--- src/rtl/ws2812_input_decoder_if.sv ---
// Serial line and decoded-byte strobes for the WS2812 input decoder.
interface ws2812_input_decoder_if;
  logic       in;
  logic [7:0] data_out;
  logic       data_valid;
  logic       frame_end;
  logic       error;

  modport master (
    input  in,
    output data_out,
    output data_valid,
    output frame_end,
    output error
  );

  modport slave (
    output in,
    input  data_out,
    input  data_valid,
    input  frame_end,
    input  error
  );
endinterface

--- src/rtl/ws2812_input_decoder.sv ---
// WS2812 NRZ input decoder: classifies high pulses by width into bits,
// assembles bytes MSB-first, flags frame-end gaps and malformed pulses.
module ws2812_input_decoder #(
  parameter int INPUT_CLOCK       = 12_000_000,
  parameter int THRESH_BIT        = $rtoi(575e-9 * INPUT_CLOCK),
  parameter int MAX_HIGH          = $rtoi(2000e-9 * INPUT_CLOCK),
  parameter int TIME_RESET_DETECT = $rtoi(40e-6 * INPUT_CLOCK)
) (
  input logic                    clk,
  input logic                    rst,
  ws2812_input_decoder_if.master bus
);

  localparam int HW = $clog2(MAX_HIGH + 1) + 1;
  localparam int LW = $clog2(TIME_RESET_DETECT) + 1;

  localparam logic [HW-1:0] H_THRESH = HW'(THRESH_BIT);
  localparam logic [HW-1:0] H_MAX    = HW'(MAX_HIGH);
  localparam logic [LW-1:0] L_GAP    = LW'(TIME_RESET_DETECT);

  typedef enum logic [1:0] {WAIT_GAP, IDLE, HIGH, LOW} state_t;

  state_t          state, state_d;
  logic            sync1, sync2;
  logic [HW-1:0]   hcnt, hcnt_d;
  logic [LW-1:0]   lcnt, lcnt_d;
  logic [2:0]      bitcnt, bitcnt_d;
  logic [6:0]      shift, shift_d;
  logic [7:0]      data_q, data_d;
  logic            valid_q, valid_d;
  logic            fend_q, fend_d;
  logic            err_q, err_d;
  logic            bit_val;

  // Two-flop synchroniser for the asynchronous serial line.
  always_ff @(posedge clk) begin
    if (rst) begin
      sync1 <= 1'b0;
      sync2 <= 1'b0;
    end else begin
      sync1 <= bus.in;
      sync2 <= sync1;
    end
  end

  // State, counter, datapath and strobe registers.
  always_ff @(posedge clk) begin
    if (rst) begin
      state   <= WAIT_GAP;
      hcnt    <= '0;
      lcnt    <= '0;
      bitcnt  <= '0;
      shift   <= '0;
      data_q  <= '0;
      valid_q <= 1'b0;
      fend_q  <= 1'b0;
      err_q   <= 1'b0;
    end else begin
      state   <= state_d;
      hcnt    <= hcnt_d;
      lcnt    <= lcnt_d;
      bitcnt  <= bitcnt_d;
      shift   <= shift_d;
      data_q  <= data_d;
      valid_q <= valid_d;
      fend_q  <= fend_d;
      err_q   <= err_d;
    end
  end

  // Next-state, counter updates, bit decode and strobe generation.
  always_comb begin
    state_d  = state;
    hcnt_d   = hcnt;
    lcnt_d   = lcnt;
    bitcnt_d = bitcnt;
    shift_d  = shift;
    data_d   = data_q;
    valid_d  = 1'b0;
    fend_d   = 1'b0;
    err_d    = 1'b0;
    bit_val  = (hcnt > H_THRESH);

    case (state)
      // Refuse to lock on mid-frame: require one full reset gap first.
      WAIT_GAP: begin
        if (sync2) begin
          lcnt_d = '0;
        end else if (lcnt == L_GAP) begin
          state_d = IDLE;
        end else if (lcnt != '1) begin
          lcnt_d = lcnt + 1'b1;
        end
      end

      IDLE: begin
        if (sync2) begin
          hcnt_d  = HW'(1);
          state_d = HIGH;
        end
      end

      HIGH: begin
        if (sync2) begin
          if (hcnt == H_MAX) begin
            err_d    = 1'b1;
            bitcnt_d = '0;
            lcnt_d   = '0;
            state_d  = WAIT_GAP;
          end else if (hcnt != '1) begin
            hcnt_d = hcnt + 1'b1;
          end
        end else begin
          lcnt_d  = LW'(1);
          state_d = LOW;
          if (bitcnt == 3'd7) begin
            data_d   = {shift, bit_val};
            valid_d  = 1'b1;
            bitcnt_d = '0;
          end else begin
            shift_d  = {shift[5:0], bit_val};
            bitcnt_d = bitcnt + 1'b1;
          end
        end
      end

      // Timeout takes priority over a rising edge seen in the same cycle.
      LOW: begin
        if (lcnt == L_GAP) begin
          fend_d  = 1'b1;
          state_d = IDLE;
          if (bitcnt != '0) begin
            err_d    = 1'b1;
            bitcnt_d = '0;
          end
        end else if (sync2) begin
          hcnt_d  = HW'(1);
          state_d = HIGH;
        end else if (lcnt != '1) begin
          lcnt_d = lcnt + 1'b1;
        end
      end

      default: begin
        state_d  = WAIT_GAP;
        hcnt_d   = '0;
        lcnt_d   = '0;
        bitcnt_d = '0;
        shift_d  = '0;
      end
    endcase
  end

  assign bus.data_out   = data_q;
  assign bus.data_valid = valid_q;
  assign bus.frame_end  = fend_q;
  assign bus.error      = err_q;

endmodule

--- src/flat_wrapper.sv ---
// flat-port wrapper written by rule: the top's interface ports become plain ports
module ws2812_input_decoder_flat 
#(
  parameter int INPUT_CLOCK       = 12_000_000,
  parameter int THRESH_BIT        = $rtoi(575e-9 * INPUT_CLOCK),
  parameter int MAX_HIGH          = $rtoi(2000e-9 * INPUT_CLOCK),
  parameter int TIME_RESET_DETECT = $rtoi(40e-6 * INPUT_CLOCK)
)
  (clk, rst, bus_in, bus_data_out, bus_data_valid, bus_frame_end, bus_error);
  ws2812_input_decoder_if bus_i ();
  input logic clk;
  input logic rst;
  input wire logic [$bits(bus_i.in)-1:0] bus_in;
  output wire logic [$bits(bus_i.data_out)-1:0] bus_data_out;
  output wire logic [$bits(bus_i.data_valid)-1:0] bus_data_valid;
  output wire logic [$bits(bus_i.frame_end)-1:0] bus_frame_end;
  output wire logic [$bits(bus_i.error)-1:0] bus_error;
  assign bus_i.in = bus_in;
  assign bus_data_out = bus_i.data_out;
  assign bus_data_valid = bus_i.data_valid;
  assign bus_frame_end = bus_i.frame_end;
  assign bus_error = bus_i.error;
  ws2812_input_decoder #(.INPUT_CLOCK(INPUT_CLOCK), .THRESH_BIT(THRESH_BIT), .MAX_HIGH(MAX_HIGH), .TIME_RESET_DETECT(TIME_RESET_DETECT)) u_core (.clk(clk), .rst(rst), .bus(bus_i));
endmodule
--- config.mk ---
export PLATFORM = sky130hd
export DESIGN_NAME = ws2812_input_decoder_flat
export DESIGN_NICKNAME = d
export VERILOG_FILES = /design/src/rtl/ws2812_input_decoder_if.sv /design/src/rtl/ws2812_input_decoder.sv /design/src/flat_wrapper.sv
export SDC_FILE = /design/constraint.sdc
export NUM_CORES = 1
export LEC_CHECK = 0
export ABC_AREA = 1
export CAP_MARGIN = 40
export CORE_ASPECT_RATIO = 1.1
export CORE_UTILIZATION = 60
export CTS_BUF_LIST = sky130_fd_sc_hd__clkbuf_8
export DETAILED_ROUTE_END_ITERATION = 16
export PLACE_DENSITY = 0.81
export SYNTH_ARGS = -nofsm -noshare
export SYNTH_HDL_FRONTEND = slang
export SYNTH_SLANG_ARGS = --single-unit
--- constraint.sdc ---
create_clock -name clk -period 3.9 [get_ports clk]
set_input_delay 0.78 -clock clk [delete_from_list [all_inputs] [get_ports clk]]
set_output_delay 0.78 -clock clk [all_outputs]
set_load 0.05 [all_outputs]
# Word-level counts from Yosys, hierarchy flattened
# Index checks and enable logic that the tools add are counted.
[op_classes] add_sub_neg=3 mul=0 n_div=0 n_lt_le_gt_ge=1 n_eq_ne=19 n_shift=0 n_mux=34 n_bitwise=4 reduce_logical=13
[ops] op="$mux W10" count=7
[ops] op="$mux W6" count=5
[ops] op="$pmux W10 S3" count=1
[ops] op="$pmux W6 S3" count=1
[ops] op="$mux W3" count=5
[ops] op="$mux W2" count=6
[ops] op="$add A10 B1 Y10 const B" count=1
[ops] op="$eq A10 B9 Y1 const B" count=1
[ops] op="$ne A10 B10 Y1 const B" count=1
[ops] op="$ne A2 B1 Y1 const B" count=5
[ops] op="$reduce_and A5 Y1" count=2
[ops] op="$reduce_and A3 Y1" count=3
[ops] op="$reduce_bool A3 Y1" count=3
[ops] op="$ne A2 B2 Y1 const B" count=4
[ops] op="$pmux W2 S4" count=1
[ops] op="$add A6 B1 Y6 const B" count=1
[ops] op="$eq A6 B5 Y1 const B" count=1
[ops] op="$gt A6 B3 Y1 const B" count=1
[ops] op="$mux W1" count=6
[ops] op="$ne A6 B6 Y1 const B" count=1
[ops] op="$pmux W3 S2" count=1
[ops] op="$eq A2 B2 Y1 const B" count=2
[ops] op="$not A1 Y1" count=4
[ops] op="$reduce_and A4 Y1" count=1
[ops] op="10 further kinds" count=10
[word_totals] regBits=41 latch_bits=0 ramBits=0 mem_bits_ro=0 word_cells=85 n_memories=0

# Longest topological paths before layout
# Gate-level depths: netlist of run 1.
[logic_depth] ltp_word=5 depth_mapped=12

# Least setup slack after synthesis of run 1
# Ideal clock, no wire load.
[synth_path] path_kind="input to register" startpoint="input port rst" endpoint="register u_core.data_q[1], in the netlist u_core.bus.data_out[1]" arrival_ns=1.481 required_ns=3.835 path_slack_ns=2.354 cell_stages=5 path_cell_list="clkbuf_1 -> inv_1 -> clkbuf_1 -> o21ai_0 -> nor2_1"
[synth_lines] item="start: declaration" line="flat_wrapper.sv:12" rtl="input logic rst;"
[synth_lines] item="end signal: assignment" line="ws2812_input_decoder.sv:64" rtl="data_q <= data_d;"
[synth_lines] item="end: declaration" line="ws2812_input_decoder.sv:29" rtl="logic [7:0] data_q, data_d;"

==> impl_metrics.env, run 1 <==
export IMPL_coreArea_sq_mm=0.00344
export IMPL_post_dp_hpwl_um=3580
export IMPL_mostFrequentLayoutCells="75 x nor2_1, 71 x nand2_1, 41 x dfxtp_1"
export IMPL_clock_skew_ns=0.00830
export IMPL_io_pin_count=14
export IMPL_clk_latency_ns=0.29
export IMPL_yosys_area_top_type="dfxtp_1"
export IMPL_cts_hold_buf=0
export IMPL_dp_cells=397
export IMPL_place_ws_ns=1.29
export IMPL_grt_ovfl_total=0
export IMPL_fin_util_pct=71.9
export IMPL_setup_viol=0
export IMPL_avgSynthCellArea_sq_um=6.51
export IMPL_crit_type="in2reg"
export IMPL_die_h_um=65.9
export IMPL_slew_limit_headroom_pct=58.2
export IMPL_grt_max_degree=24
export IMPL_port_buffers=13
export IMPL_synth_nets=353
export IMPL_rr_endpoint="u_core.lcnt[1]$_SDFFE_PP0P_"
export IMPL_post_route_period_util_pct=59.3
export IMPL_power_density_mw_per_mm2=326
export IMPL_hold_class="reg2reg"
export IMPL_yosysUniqueCellTypes=27
export IMPL_grt_pass1_wl_um=8040
export IMPL_drive_gt1_share_pct=7.56
export IMPL_cp_common_cell="inv_1"
export IMPL_cp_depth=6
export IMPL_cts_tree="done"
export IMPL_nNetsFinal=367
export IMPL_max_freq_mhz=432
export IMPL_layout_commonest_cell="nor2_1"
export IMPL_fin_ws_ns=1.59
export IMPL_ff2ff_path_depth=9
export IMPL_regToRegSetupSlack_ns=2.09
export IMPL_cp_cell_sequence="clkdlybuf4s50_1 -> inv_1 -> o21ai_0 -> inv_1 -> nand2_1 -> nor2_1"
export IMPL_cts_htree_levels=2
export IMPL_netlist_instances=342
export IMPL_cp_max_fo=23
export IMPL_path_clk_slew_ns=0.08
export IMPL_root_buffer="clkbuf_8"
export IMPL_final_max_slew_violation_count=0
export IMPL_slowest_delay_ns=0.73
export IMPL_rows=22
export IMPL_synth_yosys_seq_area_share_pct=36.9
export IMPL_synth_top_area_share_pct=36.9
export IMPL_critPathTopFamily="buffers and inverters"
export IMPL_ys_warn_count=0
export IMPL_post_drt_wl_per_cell_um=11.9
export IMPL_ys_top_cells_by_area="dfxtp_1 37%, nor2_1 13%, nand2_1 12%"
export IMPL_p_leak_nw=1.04
export IMPL_cts_setup_buffers=0
export IMPL_start_util_pct=64.7
export IMPL_period_needed_ns=2.31
export IMPL_max_cap_violations=0
export IMPL_grt_antenna_before_repair=0
export IMPL_antenna_cells=0
export IMPL_hold_ws_ns=0.414
export IMPL_cp_end_kind="flip-flop"
export IMPL_die_area_sq_mm=0.00396
export IMPL_outcome="completed"
export IMPL_crit_end="u_core.lcnt[5]$_SDFFE_PP0P_"
export IMPL_worst_endpoint_required_ns=4.13
export IMPL_crit_path_top_delay_cell="clkdlybuf4s50_1"
export IMPL_final_area_sq_mm=0.00247
export IMPL_critPathArrivalTime_ns=2.54
export IMPL_grt_use_total_pct=26.8
export IMPL_drt_wl_total_um=4810
export IMPL_critPathLaunch="rst"
export IMPL_p_total_uw=807
export IMPL_detail_route_iter0_violations=141
export IMPL_final_cells=405
export IMPL_ir_drop_mv=0.270
export IMPL_critPathLaunchType="input pin"
export IMPL_grt_pass1_vias=1991
export IMPL_multi_input_area_sq_mm=0.00122
export IMPL_worst_pin_slew_ns=0.625
export IMPL_drtPass1Iterations=4
export IMPL_placed_cell_area_sq_mm=0.00239
export IMPL_cts_buffers=5
export IMPL_rsz0062_at_grt="no"
export IMPL_drcViolationCount=0
export IMPL_clock_sinks=41
export IMPL_postRouteAntennaNets=0
export IMPL_register_area_sq_um=821
export IMPL_cp_num_buf_inv=3
export IMPL_vias=2121
export IMPL_gp_congestion=0.867
export IMPL_drt_vias_per_instance=5.24
export IMPL_tns_ns=0
export IMPL_syn_to_final_growth_pct=11.0
export IMPL_ys_ff_latch=41
export IMPL_rr_startpoint="u_core.hcnt[0]$_SDFFE_PP0P_"
export IMPL_syn_area_sq_mm=0.00223
export IMPL_final_hold_viol_count=0
export IMPL_fillers=304
export IMPL_postCtsResizedCells=0
export IMPL_cts_buffer_depth=2
export IMPL_die_x_um=60.1
==> synth_stat cells <==
master,n
a211oi_1,1
nor2_2,1
nor3_1,3
a21oi_1,15
dfxtp_1,41
xor2_1,1
xnor2_1,1
nand4_1,7
buf_6,1
buf_2,1
ha_1,8
nor2_1,75
nand2_1,71
o21ai_2,3
nand3b_1,1
nor2_4,1
inv_2,6
nor4_1,1
o21ai_0,26
nand3_2,2
clkbuf_1,4
inv_1,34
a21boi_2,1
nand3_1,29
nand2_2,5
nor3b_1,2
o211ai_1,1
==> worst register-to-register path, cell delays in order, from the launching register on <==
cell and delay [ns]:
dfxtp_1 0.35, inv_1 0.11, ha_1 0.18, nand3_1 0.16
nand2_2 0.15, nand2_2 0.07, nor2_2 0.39, nand2_1 0.13
nor2_1 0.12, nor2_1 0.05
==> state kept, by name, summed over array words and instances (netlist names) <==
name and cells:
u_core.lcnt 10, u_core.bus.data_out 8, u_core.shift 7, u_core.hcnt 6, u_core.bitcnt 3, u_core.state 2
u_core.bus.data_valid 1, u_core.bus.error 1, u_core.bus.frame_end 1, u_core.sync1 1, u_core.sync2 1
==> how the worst min path moves through the flow <==
stage                                        from                      end  slack [ns]  cells past startpoint
after floorplan           u_core.sync1$_SDFF_PP0_  u_core.sync2$_SDFF_PP0_        0.39                      2
after global placement    u_core.sync1$_SDFF_PP0_  u_core.sync2$_SDFF_PP0_        0.39                      2
after detailed placement  u_core.sync1$_SDFF_PP0_  u_core.sync2$_SDFF_PP0_        0.40                      2
after CTS                 u_core.sync1$_SDFF_PP0_  u_core.sync2$_SDFF_PP0_        0.42                      2
after global routing      u_core.sync1$_SDFF_PP0_  u_core.sync2$_SDFF_PP0_        0.42                      2
final                     u_core.sync1$_SDFF_PP0_  u_core.sync2$_SDFF_PP0_        0.41                      2
==> cell families (layout without fill, tap and decap cells) <==
group	Yosys count	count (layout)	synth area share (%)
compound gates	47	47	11.6
simple gates	198	198	38.1
fa+ha+maj	8	8	4.49
xor+xnor	2	2	0.787
buf+inv	46	61	8.15
flops	41	41	36.9
==> area by class of cell <==
class | instances | area share, %
Inverter | 40 | 6.07
Clock inverter | 3 | 0.709
Tap cell | 48 | 2.43
Multi-Input combinational cell | 255 | 49.5
Timing Repair Buffer | 13 | 5.26
Clock buffer | 5 | 2.78
Sequential cell | 41 | 33.2
==> power breakdown <==
group          switching (mW)  leakage [nW]  internal, mW
registers              0.0137         0.332         0.432
clock network           0.147        0.0439         0.123
logic                  0.0595         0.665        0.0309
==> metal layers <==
metal	wire length (um)	up-vias	track usage, %
met1	2180	948	30.1
met4	40	0	11.0
met3	176	6	5.87
li1	-	1123	-
met2	2410	44	47.6
met5	0	-	0
(Power assumes the default switching activity.)
==> run 2: changes to the inputs <==
clock period = 2.4 ns   (was 3.9 ns; I/O delays follow)
==> run 2 against run 1 <==
Against the previous run: sequential cell count stayed put; die area unchanged; clock skew decreased by 0.00066 ns; combinational power grew 70%; cell area is 1.8% higher; largest cell class unchanged; largest power group unchanged.
==> impl_metrics.env, run 2 (synthesized netlist as in run 1, its figures left out) <==
export IMPL_post_route_period_util_pct=80.6
export IMPL_cp_depth=1
export IMPL_post_dp_hpwl_um=3710
export IMPL_detail_route_iter0_violations=145
export IMPL_worstHoldPathCells=2
export IMPL_largest_register="u_core.lcnt"
export IMPL_post_drt_wl_per_cell_um=12.3
export IMPL_rows=22
export IMPL_gp_congestion=0.926
export IMPL_mostFrequentLayoutCells="75 x nor2_1, 71 x nand2_1, 41 x dfxtp_1"
export IMPL_hold_class="reg2reg"
export IMPL_die_h_um=65.9
export IMPL_worst_endpoint_required_ns=1.92
export IMPL_drcViolationCount=0
export IMPL_final_max_slew_violation_count=0
export IMPL_root_buffer="clkbuf_8"
export IMPL_worstHoldStart="u_core.sync1$_SDFF_PP0_"
export IMPL_crit_type="reg2out"
export IMPL_cts_setup_buffers=0
export IMPL_largest_register_ffs=10
export IMPL_worst_pin_slew_ns=0.499
export IMPL_clock_skew_ns=0.00764
export IMPL_drt_wl_total_um=5010
export IMPL_grt_antenna_before_repair=0
export IMPL_fin_ws_ns=0.467
export IMPL_cp_cell_sequence="clkdlybuf4s50_1"
export IMPL_cts_tree="done"
export IMPL_crit_path_top_delay_cell="clkdlybuf4s50_1"
export IMPL_coreArea_sq_mm=0.00344
export IMPL_power_density_mw_per_mm2=571
export IMPL_port_buffers=13
export IMPL_rsz0062_at_grt="no"
export IMPL_final_hold_viol_count=0
export IMPL_p_leak_nw=1.06
export IMPL_grt_max_degree=24
export IMPL_ff2ff_path_depth=9
export IMPL_clk_latency_ns=0.30
export IMPL_place_ws_ns=0.671
export IMPL_postRouteAntennaNets=0
export IMPL_grt_pass1_vias=2031
export IMPL_max_freq_mhz=517
export IMPL_drt_vias_per_instance=5.37
export IMPL_setup_viol=0
export IMPL_slew_limit_headroom_pct=66.7
export IMPL_critPathTopFamily="buffers and inverters"
export IMPL_tns_ns=0
export IMPL_nNetsFinal=369
export IMPL_grt_pass1_wl_um=8540
export IMPL_drive_gt1_share_pct=8.08
export IMPL_ir_drop_mv=0.447
export IMPL_drtPass1Iterations=4
export IMPL_whs_endpoint="u_core.sync2$_SDFF_PP0_"
export IMPL_critPathLaunchType="flip-flop"
export IMPL_cp_end_kind="output pin"
export IMPL_cp_max_fo=2
export IMPL_die_area_sq_mm=0.00396
export IMPL_antenna_cells=0
export IMPL_max_cap_violations=0
export IMPL_period_needed_ns=1.93
export IMPL_rr_startpoint="u_core.hcnt[1]$_SDFFE_PP0P_"
export IMPL_regToRegSetupSlack_ns=0.64
export IMPL_die_x_um=60.1
export IMPL_cp_num_buf_inv=1
export IMPL_start_util_pct=64.7
export IMPL_cts_htree_levels=2
export IMPL_path_clk_slew_ns=0.08
export IMPL_clock_sinks=41
export IMPL_critPathArrivalTime_ns=1.45
export IMPL_grt_use_total_pct=29.0
export IMPL_io_pin_count=14
export IMPL_cts_buffers=5
export IMPL_grt_ovfl_total=0
export IMPL_rr_endpoint="u_core.lcnt[1]$_SDFFE_PP0P_"
export IMPL_cts_hold_buf=0
export IMPL_slowest_delay_ns=0.80
export IMPL_outcome="completed"
export IMPL_syn_to_final_growth_pct=13.0
export IMPL_layout_commonest_cell="nor2_1"
export IMPL_cts_buffer_depth=2
export IMPL_vias=2184
export IMPL_postCtsResizedCells=0
==> run 2: changes by cell type in the layout (fill, tap and decap cells not counted), sizes merged <==
cell and change:
clkinv -1, buf +2, bufinv +1
==> run 2: metrics by stage <==
step                      cells  total power [mW]  util (%)  area [sq um]  hold slack [ns]
final                       407              1.44      73.1          2520            0.415
after global routing        407              1.50      73.1          2520            0.436
after global placement      399             0.885      69.8          2400            0.399
after CTS                   407              1.44      73.1          2520            0.415
after detailed placement    399             0.890      69.8          2400            0.404
after floorplan             342             0.852         -          2230            0.388
==> run 2: area by class of cell <==
cell class | count | area, sq um
Multi-Input combinational cell | 255 | 1220
Clock buffer | 5 | 68.8
Timing Repair Buffer | 15 | 145
Inverter | 40 | 150
Tap cell | 48 | 60.1
Sequential cell | 41 | 821
Clock inverter | 3 | 46.3
Fill cell | 295 | 925
==> run 2: worst max-delay path by stage <==
stage | from | end
floorplan | u_core.lcnt[0]$_SDFFE_PP0P_ | u_core.lcnt[8]$_SDFFE_PP0P_
detailed placement | u_core.hcnt[1]$_SDFFE_PP0P_ | u_core.lcnt[1]$_SDFFE_PP0P_
finish | u_core.bus.data_out[1]$_SDFFE_PP0P_ | bus_data_out[1]
global route | u_core.hcnt[0]$_SDFFE_PP0P_ | u_core.lcnt[1]$_SDFFE_PP0P_
CTS | u_core.bus.data_out[1]$_SDFFE_PP0P_ | bus_data_out[1]
global placement | u_core.hcnt[0]$_SDFFE_PP0P_ | u_core.lcnt[1]$_SDFFE_PP0P_
==> run 2: worst register-to-register path, delay by kind of cell (launching register included) <==
kind	cells	cell delay, ns
simple gates	7	1.06
flops	1	0.34
buf+inv	1	0.10
fa+ha+maj	1	0.18
==> run 2: per-layer routing <==
metal  vias up  wire [um]  track usage [%]
met1       973       2100             33.0
met2        69       2520             49.7
li1       1127          -                -
met5         -          0                0
met3        15        261             6.46
met4         0        135             14.5
==> run 2: report_power, final <==
group	switching, mW	total, mW	internal [mW]
Sequential	0.0215	0.723	0.701
Clock	0.249	0.561	0.311
Combinational	0.101	0.154	0.0527
